**config.mk**
```make
export PLATFORM = sky130hd
export DESIGN_NAME = adder_pipe_arbiter
export DESIGN_NICKNAME = d
export VERILOG_FILES = /design/src/rtl/adder_arb_pkg.sv /design/src/rtl/adder_pipe_arbiter_rr_arbiter.sv /design/src/rtl/adder_pipe_arbiter.sv
export SDC_FILE = /design/constraint.sdc
export NUM_CORES = 1
export LEC_CHECK = 0
export BUFFER_PORTS_ARGS = -buffer_cell sky130_fd_sc_hd__buf_2
export CELL_PAD_IN_SITES_DETAIL_PLACEMENT = 1
export CELL_PAD_IN_SITES_GLOBAL_PLACEMENT = 1
export CORE_ASPECT_RATIO = 0.7
export CORE_MARGIN = 2
export CORE_UTILIZATION = 33
export CTS_BUF_LIST = sky130_fd_sc_hd__clkbuf_4
export CTS_CLUSTER_SIZE = 8
export DETAILED_ROUTE_END_ITERATION = 10
export PLACE_DENSITY = 0.81
export SYNTH_ARGS = -nofsm -noshare
export SYNTH_HDL_FRONTEND = slang
export SYNTH_SLANG_ARGS = --single-unit
```
**constraint.sdc**
```tcl
create_clock -name clk -period 2 [get_ports clk]
set_clock_uncertainty 0.15 [all_clocks]
set_input_delay 0.6 -clock clk [delete_from_list [all_inputs] [get_ports clk]]
set_output_delay 0.6 -clock clk [all_outputs]
set_load 0.02 [all_outputs]
```
**src/rtl/adder_arb_pkg.sv**
```systemverilog
// adder_arb_pkg: shared types for the pipelined-adder arbiter.
// Holds the requester-id width helper, the tag carried alongside each
// operation through the adder pipeline, and the RUN/DRAIN state encoding.
package adder_arb_pkg;

  // Widest requester id the tag can carry (N_REQ is limited to 8).
  localparam int MAX_ID_W = 3;

  // Number of bits needed to name one of n requesters (never less than 1).
  function automatic int id_w(input int n);
    return (n > 1) ? $clog2(n) : 1;
  endfunction

  // One tag-pipe entry: whether the matching adder stage holds a live
  // operation, and which requester it belongs to.
  typedef struct packed {
    logic                valid;
    logic [MAX_ID_W-1:0] id;
  } tag_t;

  // RUN issues new operations; DRAIN only lets in-flight ones finish.
  typedef enum logic {
    ST_RUN   = 1'b0,
    ST_DRAIN = 1'b1
  } state_t;

endpackage

```
**src/rtl/adder_pipe_arbiter_rr_arbiter.sv**
```systemverilog
// rr_arbiter: combinational round-robin picker.
// Grants the first asserted request at or after 'ptr', wrapping around.
// Outputs a one-hot grant, its index, and whether anything was granted.
module rr_arbiter #(
  parameter int N_REQ = 2,
  parameter int ID_W  = 1
) (
  input  logic [N_REQ-1:0] req,
  input  logic [ID_W-1:0]  ptr,
  output logic [N_REQ-1:0] grant,
  output logic [ID_W-1:0]  grant_idx,
  output logic             grant_valid
);

  logic [ID_W-1:0] idx;

  // Walk the requesters starting at ptr; the first one found wins.
  always_comb begin
    grant       = '0;
    grant_idx   = '0;
    grant_valid = 1'b0;
    idx         = '0;
    for (int k = 0; k < N_REQ; k++) begin
      idx = ID_W'((int'(ptr) + k) % N_REQ);
      if (!grant_valid && req[idx]) begin
        grant_valid = 1'b1;
        grant[idx]  = 1'b1;
        grant_idx   = idx;
      end
    end
  end

endmodule

```
**src/rtl/adder_pipe_arbiter.sv**
```systemverilog
// adder_pipe_arbiter: shares one external pipelined adder between N_REQ
// requesters. A round-robin arbiter feeds a registered issue stage that
// drives the adder; a tag shift register running in lock-step with the
// adder pipeline remembers who issued each operation so the result can be
// returned to that requester. DRAIN stops new issues and reports when the
// pipeline has emptied.
// Optional build macro ADDER_ARB_STATS_EN adds the grant_cnt output with
// per-requester saturating 16-bit accepted-operation counters.
module adder_pipe_arbiter
  import adder_arb_pkg::*;
#(
  parameter int DATA_W  = 8,
  parameter int N_REQ   = 2,
  parameter int LATENCY = 2
) (
  input  logic                    clk,
  input  logic                    reset,
  input  logic [N_REQ-1:0]        req_valid,
  output logic [N_REQ-1:0]        req_ready,
  input  logic [N_REQ*DATA_W-1:0] req_op1,
  input  logic [N_REQ*DATA_W-1:0] req_op2,
  input  logic [N_REQ-1:0]        req_cin,
  output logic [DATA_W-1:0]       add_input_1,
  output logic [DATA_W-1:0]       add_input_2,
  output logic                    add_carry_in,
  output logic                    add_load,
  input  logic [DATA_W-1:0]       add_sum,
  input  logic                    add_carry,
  input  logic                    add_load_out,
  output logic [N_REQ-1:0]        resp_valid,
  output logic [DATA_W-1:0]       resp_sum,
  output logic                    resp_carry,
  input  logic                    drain_req,
  output logic                    drain_done,
  output logic                    tag_err,
`ifdef ADDER_ARB_STATS_EN
  output logic [N_REQ*16-1:0]     grant_cnt,
`endif
  output state_t                  dbg_state
);

  // Handshake: requester i transfers an operation on a rising clk edge where
  // req_valid[i] && req_ready[i]. A requester keeps req_valid and its
  // operands stable until that edge. req_ready is combinational, at most one
  // bit is set, and it never depends on req_ready itself. Results have no
  // backpressure: resp_valid is a single-cycle pulse the requester must take.

  localparam int ID_W  = id_w(N_REQ);
  // Holds 0 .. 1+LATENCY+1 outstanding operations with headroom.
  localparam int CNT_W = $clog2(LATENCY + 3) + 1;

  state_t            state;
  state_t            state_next;

  logic [ID_W-1:0]   rr_ptr;
  logic [ID_W-1:0]   next_ptr;
  logic [N_REQ-1:0]  grant;
  logic [ID_W-1:0]   grant_idx;
  logic              grant_valid;
  logic              grant_en;
  logic              accept;

  logic [DATA_W-1:0] sel_op1;
  logic [DATA_W-1:0] sel_op2;
  logic              sel_cin;

  logic              iss_valid;
  logic [ID_W-1:0]   iss_id;
  logic [DATA_W-1:0] op1_q;
  logic [DATA_W-1:0] op2_q;
  logic              cin_q;

  tag_t              tag_q [LATENCY];
  tag_t              tail;
  logic [N_REQ-1:0]  resp_onehot;

  logic [CNT_W-1:0]  inflight;

  rr_arbiter #(
    .N_REQ (N_REQ),
    .ID_W  (ID_W)
  ) u_rr_arbiter (
    .req         (req_valid),
    .ptr         (rr_ptr),
    .grant       (grant),
    .grant_idx   (grant_idx),
    .grant_valid (grant_valid)
  );

  // State register for the RUN/DRAIN controller.
  always_ff @(posedge clk or posedge reset) begin
    if (reset) begin
      state <= ST_RUN;
    end else begin
      state <= state_next;
    end
  end

  // Next state follows the drain_req level; in-flight work is unaffected.
  always_comb begin
    state_next = state;
    case (state)
      ST_RUN:   if (drain_req)  state_next = ST_DRAIN;
      ST_DRAIN: if (!drain_req) state_next = ST_RUN;
      default:  state_next = ST_RUN;
    endcase
  end

  // Grants are blocked in DRAIN and also the moment drain_req rises, so a
  // drain request never lets one more operation slip in.
  always_comb begin
    grant_en  = (state == ST_RUN) && !drain_req;
    req_ready = grant_en ? grant : '0;
    accept    = grant_en && grant_valid;
    next_ptr  = (grant_idx == ID_W'(N_REQ - 1)) ? '0 : grant_idx + 1'b1;
  end

  // Select the granted requester's operands (grant is one-hot).
  always_comb begin
    sel_op1 = '0;
    sel_op2 = '0;
    sel_cin = 1'b0;
    for (int i = 0; i < N_REQ; i++) begin
      if (grant[i]) begin
        sel_op1 = req_op1[i*DATA_W +: DATA_W];
        sel_op2 = req_op2[i*DATA_W +: DATA_W];
        sel_cin = req_cin[i];
      end
    end
  end

  // Issue stage: capture the accepted operation and advance the rr pointer.
  // Operand registers hold between accepts so the adder inputs stay quiet.
  always_ff @(posedge clk or posedge reset) begin
    if (reset) begin
      rr_ptr    <= '0;
      iss_valid <= 1'b0;
      iss_id    <= '0;
      op1_q     <= '0;
      op2_q     <= '0;
      cin_q     <= 1'b0;
    end else begin
      iss_valid <= accept;
      if (accept) begin
        rr_ptr <= next_ptr;
        iss_id <= grant_idx;
        op1_q  <= sel_op1;
        op2_q  <= sel_op2;
        cin_q  <= sel_cin;
      end
    end
  end

  assign add_load     = iss_valid;
  assign add_input_1  = op1_q;
  assign add_input_2  = op2_q;
  assign add_carry_in = cin_q;

  // Tag pipe: one entry per adder stage, loaded from the issue stage on the
  // same edge the adder samples add_load, so the tail lines up with
  // add_load_out.
  always_ff @(posedge clk or posedge reset) begin
    if (reset) begin
      for (int i = 0; i < LATENCY; i++) begin
        tag_q[i] <= '0;
      end
    end else begin
      tag_q[0] <= {iss_valid, MAX_ID_W'(iss_id)};
      for (int i = 1; i < LATENCY; i++) begin
        tag_q[i] <= tag_q[i-1];
      end
    end
  end

  assign tail = tag_q[LATENCY-1];

  // Decode the tail id into the requester that should see the result.
  always_comb begin
    resp_onehot = '0;
    for (int i = 0; i < N_REQ; i++) begin
      resp_onehot[i] = (tail.id == MAX_ID_W'(i));
    end
  end

  // Register the adder result and route it. A load_out with no matching
  // tag is reported as tag_err and never turned into a response.
  always_ff @(posedge clk or posedge reset) begin
    if (reset) begin
      resp_valid <= '0;
      resp_sum   <= '0;
      resp_carry <= 1'b0;
      tag_err    <= 1'b0;
    end else begin
      resp_valid <= '0;
      if (add_load_out) begin
        resp_sum   <= add_sum;
        resp_carry <= add_carry;
        if (tail.valid) begin
          resp_valid <= resp_onehot;
        end
      end
      if (add_load_out != tail.valid) begin
        tag_err <= 1'b1;
      end
    end
  end

  // Count operations between accept and response delivery.
  always_ff @(posedge clk or posedge reset) begin
    if (reset) begin
      inflight <= '0;
    end else begin
      case ({accept, |resp_valid})
        2'b10:   inflight <= inflight + 1'b1;
        2'b01:   inflight <= inflight - 1'b1;
        default: inflight <= inflight;
      endcase
    end
  end

  assign drain_done = (state == ST_DRAIN) && (inflight == '0);
  assign dbg_state  = state;

`ifdef ADDER_ARB_STATS_EN
  logic [15:0] gcnt [N_REQ];

  // Per-requester accepted-operation counters that stick at all-ones.
  always_ff @(posedge clk or posedge reset) begin
    if (reset) begin
      for (int i = 0; i < N_REQ; i++) begin
        gcnt[i] <= '0;
      end
    end else begin
      for (int i = 0; i < N_REQ; i++) begin
        if (accept && grant[i] && (gcnt[i] != 16'hFFFF)) begin
          gcnt[i] <= gcnt[i] + 16'd1;
        end
      end
    end
  end

  // Flatten the counters onto the packed output bus.
  always_comb begin
    grant_cnt = '0;
    for (int i = 0; i < N_REQ; i++) begin
      grant_cnt[i*16 +: 16] = gcnt[i];
    end
  end
`endif

endmodule

```
==> reports/qor.yml <==
timing:
  slew_viol_final: 0
  rsz0062_at_grt: "true"
  maxSlewHeadroom_pct: 60.5
  fmax_mhz: 476
  final_hold_viol_count: 0
  fin_crit_ns: 2.10
  max_slew.worst_pin.slew_ns: 0.589
  period_share_pct: 105
  setup_slack_ns: -0.100
  final-setup-viol-count: 3
  fin_setup_tns_ns: -0.260
critical_path:
  critPathMaxFanout: 3
  cp-endpoint: "req_ready[1]"
  worstSetupStartpointType: "register"
  r2r_start: "dbg_state"
  critical_path_class: "register to output pin"
  cp-end-kind: "output pin"
  worstPathArrival_ns: 1.35
  r2r_cells: 7
  worstPathRequired_ns: 1.25
  r2r_setup_slack_ns: -0.08
  r2r_end: "inflight[3]"
  startpoint: "dbg_state"
clock_tree:
  holdBufCountCts: 0
  cts_htree_levels: 2
  numCtsBuffers: 5
  clk_path_buf_depth: 2
  clock_sinks: 41
  insertion_delay_ns: 0.34
  clockRootBuffer: "clkbuf_4"
  path_clk_slew_ns: 0.13
  cts_tree: "done"
die:
  ioPinCount: 83
  dieWidth_um: 94.6
  dieArea_sq_um: 6380
  die_h_um: 67.5
  core.rowCount: 23
  core_area_sq_um: 5640
  initial_core_util_pct: 33.7
synthesis:
  syn_area_sq_um: 1900
  synth_seq_cells: 41
  yosysWarningCount: 0
  async_reset_ff_share_pct: 100
  synthFlopType: "dfrtp_1"
  yosys.area.top_type: "dfrtp_1"
  synth_xor_area_share_pct: 0.923
  ys_seq_area_share_pct: 54.1
  synth_top_family_by_area: "multiplexers"
  avgSynthCellArea_sq_um: 13.9
  post-synth-top-count-cell: "dfrtp_1"
  syn_nets: 190
  synth_area_leaders: "dfrtp_1 54%, mux2_2 11%, a32o_1 9.0%"
  synth_cells: 137
  synth_commonest_cells: "41 x dfrtp_1, 18 x mux2_2, 17 x a32o_1"
  synth_mux_area_share_pct: 18.3
  synth_top_area_share_pct: 54.1
  synth-simple-area-share_pct: 5.60
  synth_compound_area_share_pct: 13.5
  synth_fa_ha_area_share_pct: 3.03
  synth_edf_count: 0
  ys_types: 37
detailed_routing:
  dr.first_iter.drc_count: 28
  first_pass_iters: 4
  drc: 0
  routedWlPerCell_um: 15.8
  ant_nets: 0
  vias_per_cell: 4.96
  vias: 1554
  wirelength_um: 4940
min_path:
  min_path_type: "input pin to async pin"
power:
  ir_drop_uv: 429
  powerDensity_nw_per_um2: 888
  leakagePower_nw: 1.29
  p_total_mw: 2.37
global_route:
  grt_overflow: 0
  grt_pass1_vias: 1670
  grt_max_degree: 21
  grt_pass1_wl_um: 8050
  grt_usage_pct: 16.5
  grt_antenna_before_repair: 0
placed_design:
  post-dp-hpwl_um: 3740
  gp_congestion: 0.782
  port-buffer-count: 82
cells_and_area:
  drive_gt1_share_pct: 63.4
  filler_cell_count: 638
  finalNetCount: 290
  diodes: 0
  area_growth_pct: 40.8
run_status:
  status: "finished, violations left"
  violations: "setup timing"
run:
  cap_violations: 0
==> layout make-up <==
cell class	count	area, sq um	area share, %
clock inverters	3	17.5	0.655
clock buffers	5	37.5	1.40
flip-flops and latches	41	1030	38.4
well taps	75	93.8	3.51
inverters	7	26.3	0.983
multi-input cells	81	871	32.6
repair buffers	101	601	22.5
==> report_power, final <==
| group | switching, mW | internal (mW) |
|---|---|---|
| registers | 0.120 | 0.985 |
| logic | 0.434 | 0.428 |
| clock network | 0.273 | 0.134 |
==> worst max-delay path, stage by stage (launching register included) <==
cell and delay (ns):
dfrtp_1 0.44, nor2_4 0.14, buf_6 0.12, and3_4 0.19, buf_6 0.11
==> sequential cells by signal, indices dropped and copies added, names as in the netlist <==
register / count
tag_q: 4
resp_valid: 2
rr_ptr: 1
dbg_state: 1
add_input_2: 8
iss_id: 1
add_carry_in: 1
resp_sum: 8
add_load: 1
add_input_1: 8
inflight: 4
tag_err: 1
resp_carry: 1
==> repair_timing <==
| item | CTS | global route |
|---|---|---|
| resized for setup | 14 | 5 |
| buffers inserted | 4 | 1 |
| setup endpoints to repair | 4 | 6 |
| pin swaps | 4 | 3 |
==> per-stage QoR <==
step           cell area [sq um]  setup slack (ns)  std cells  utilization [%]  hold WS, ns
5_1_grt                     2670            -0.160        313             47.4       0.0795
6_report                    2670            -0.100        313             47.4       0.0776
3_3_place_gp                2520            -0.267        301             44.6        0.184
4_1_cts                     2660            -0.133        313             47.1       0.0745
3_5_place_dp                2520            -0.376        301             44.6        0.193
2_1_floorplan               1960            -0.167        137                -        0.181
==> routing by layer <==
metal	wire (um)	global-route usage [%]	vias up
li1	-	-	716
met1	2000	20.2	779
met2	2600	29.0	50
met3	261	4.02	9
met4	74	5.62	0
met5	0	0	-
==> cells in the final DEF (no fill, tap or decap), drive strengths merged, types with 2 or more instances in the layout <==
| master | count |
|---|---|
| a21oi | 4 |
| a32o | 17 |
| and3 | 2 |
| buf | 101 |
| clkbuf | 5 |
| clkinv | 4 |
| dfrtp | 41 |
| ha | 3 |
| inv | 6 |
| mux2 | 27 |
| nand2 | 2 |
| nor2 | 4 |
| nor3b | 2 |
| o21ai | 2 |
| or2 | 2 |
==> kinds of logic (layout without fill, tap and decap cells) <==
logic type	Yosys count	after routing
flops	41	41
compound gates	29	29
fa+ha+maj	4	4
xor+xnor	2	2
simple gates	18	18
mux	28	28
buf+inv	15	116
==> worst min-delay path by stage <==
| stage | depth (start not counted) | end | slack, ns |
|---|---|---|---|
| floorplan | 0 | tag_q[0] | 0.18 |
| global placement | 0 | tag_q[3] | 0.18 |
| detailed placement | 0 | tag_q[3] | 0.19 |
| CTS | 2 | add_input_2[3] | 0.07 |
| global route | 2 | resp_sum[0] | 0.08 |
| finish | 2 | resp_sum[0] | 0.08 |
No activity file was read; power rests on OpenSTA's default activity.
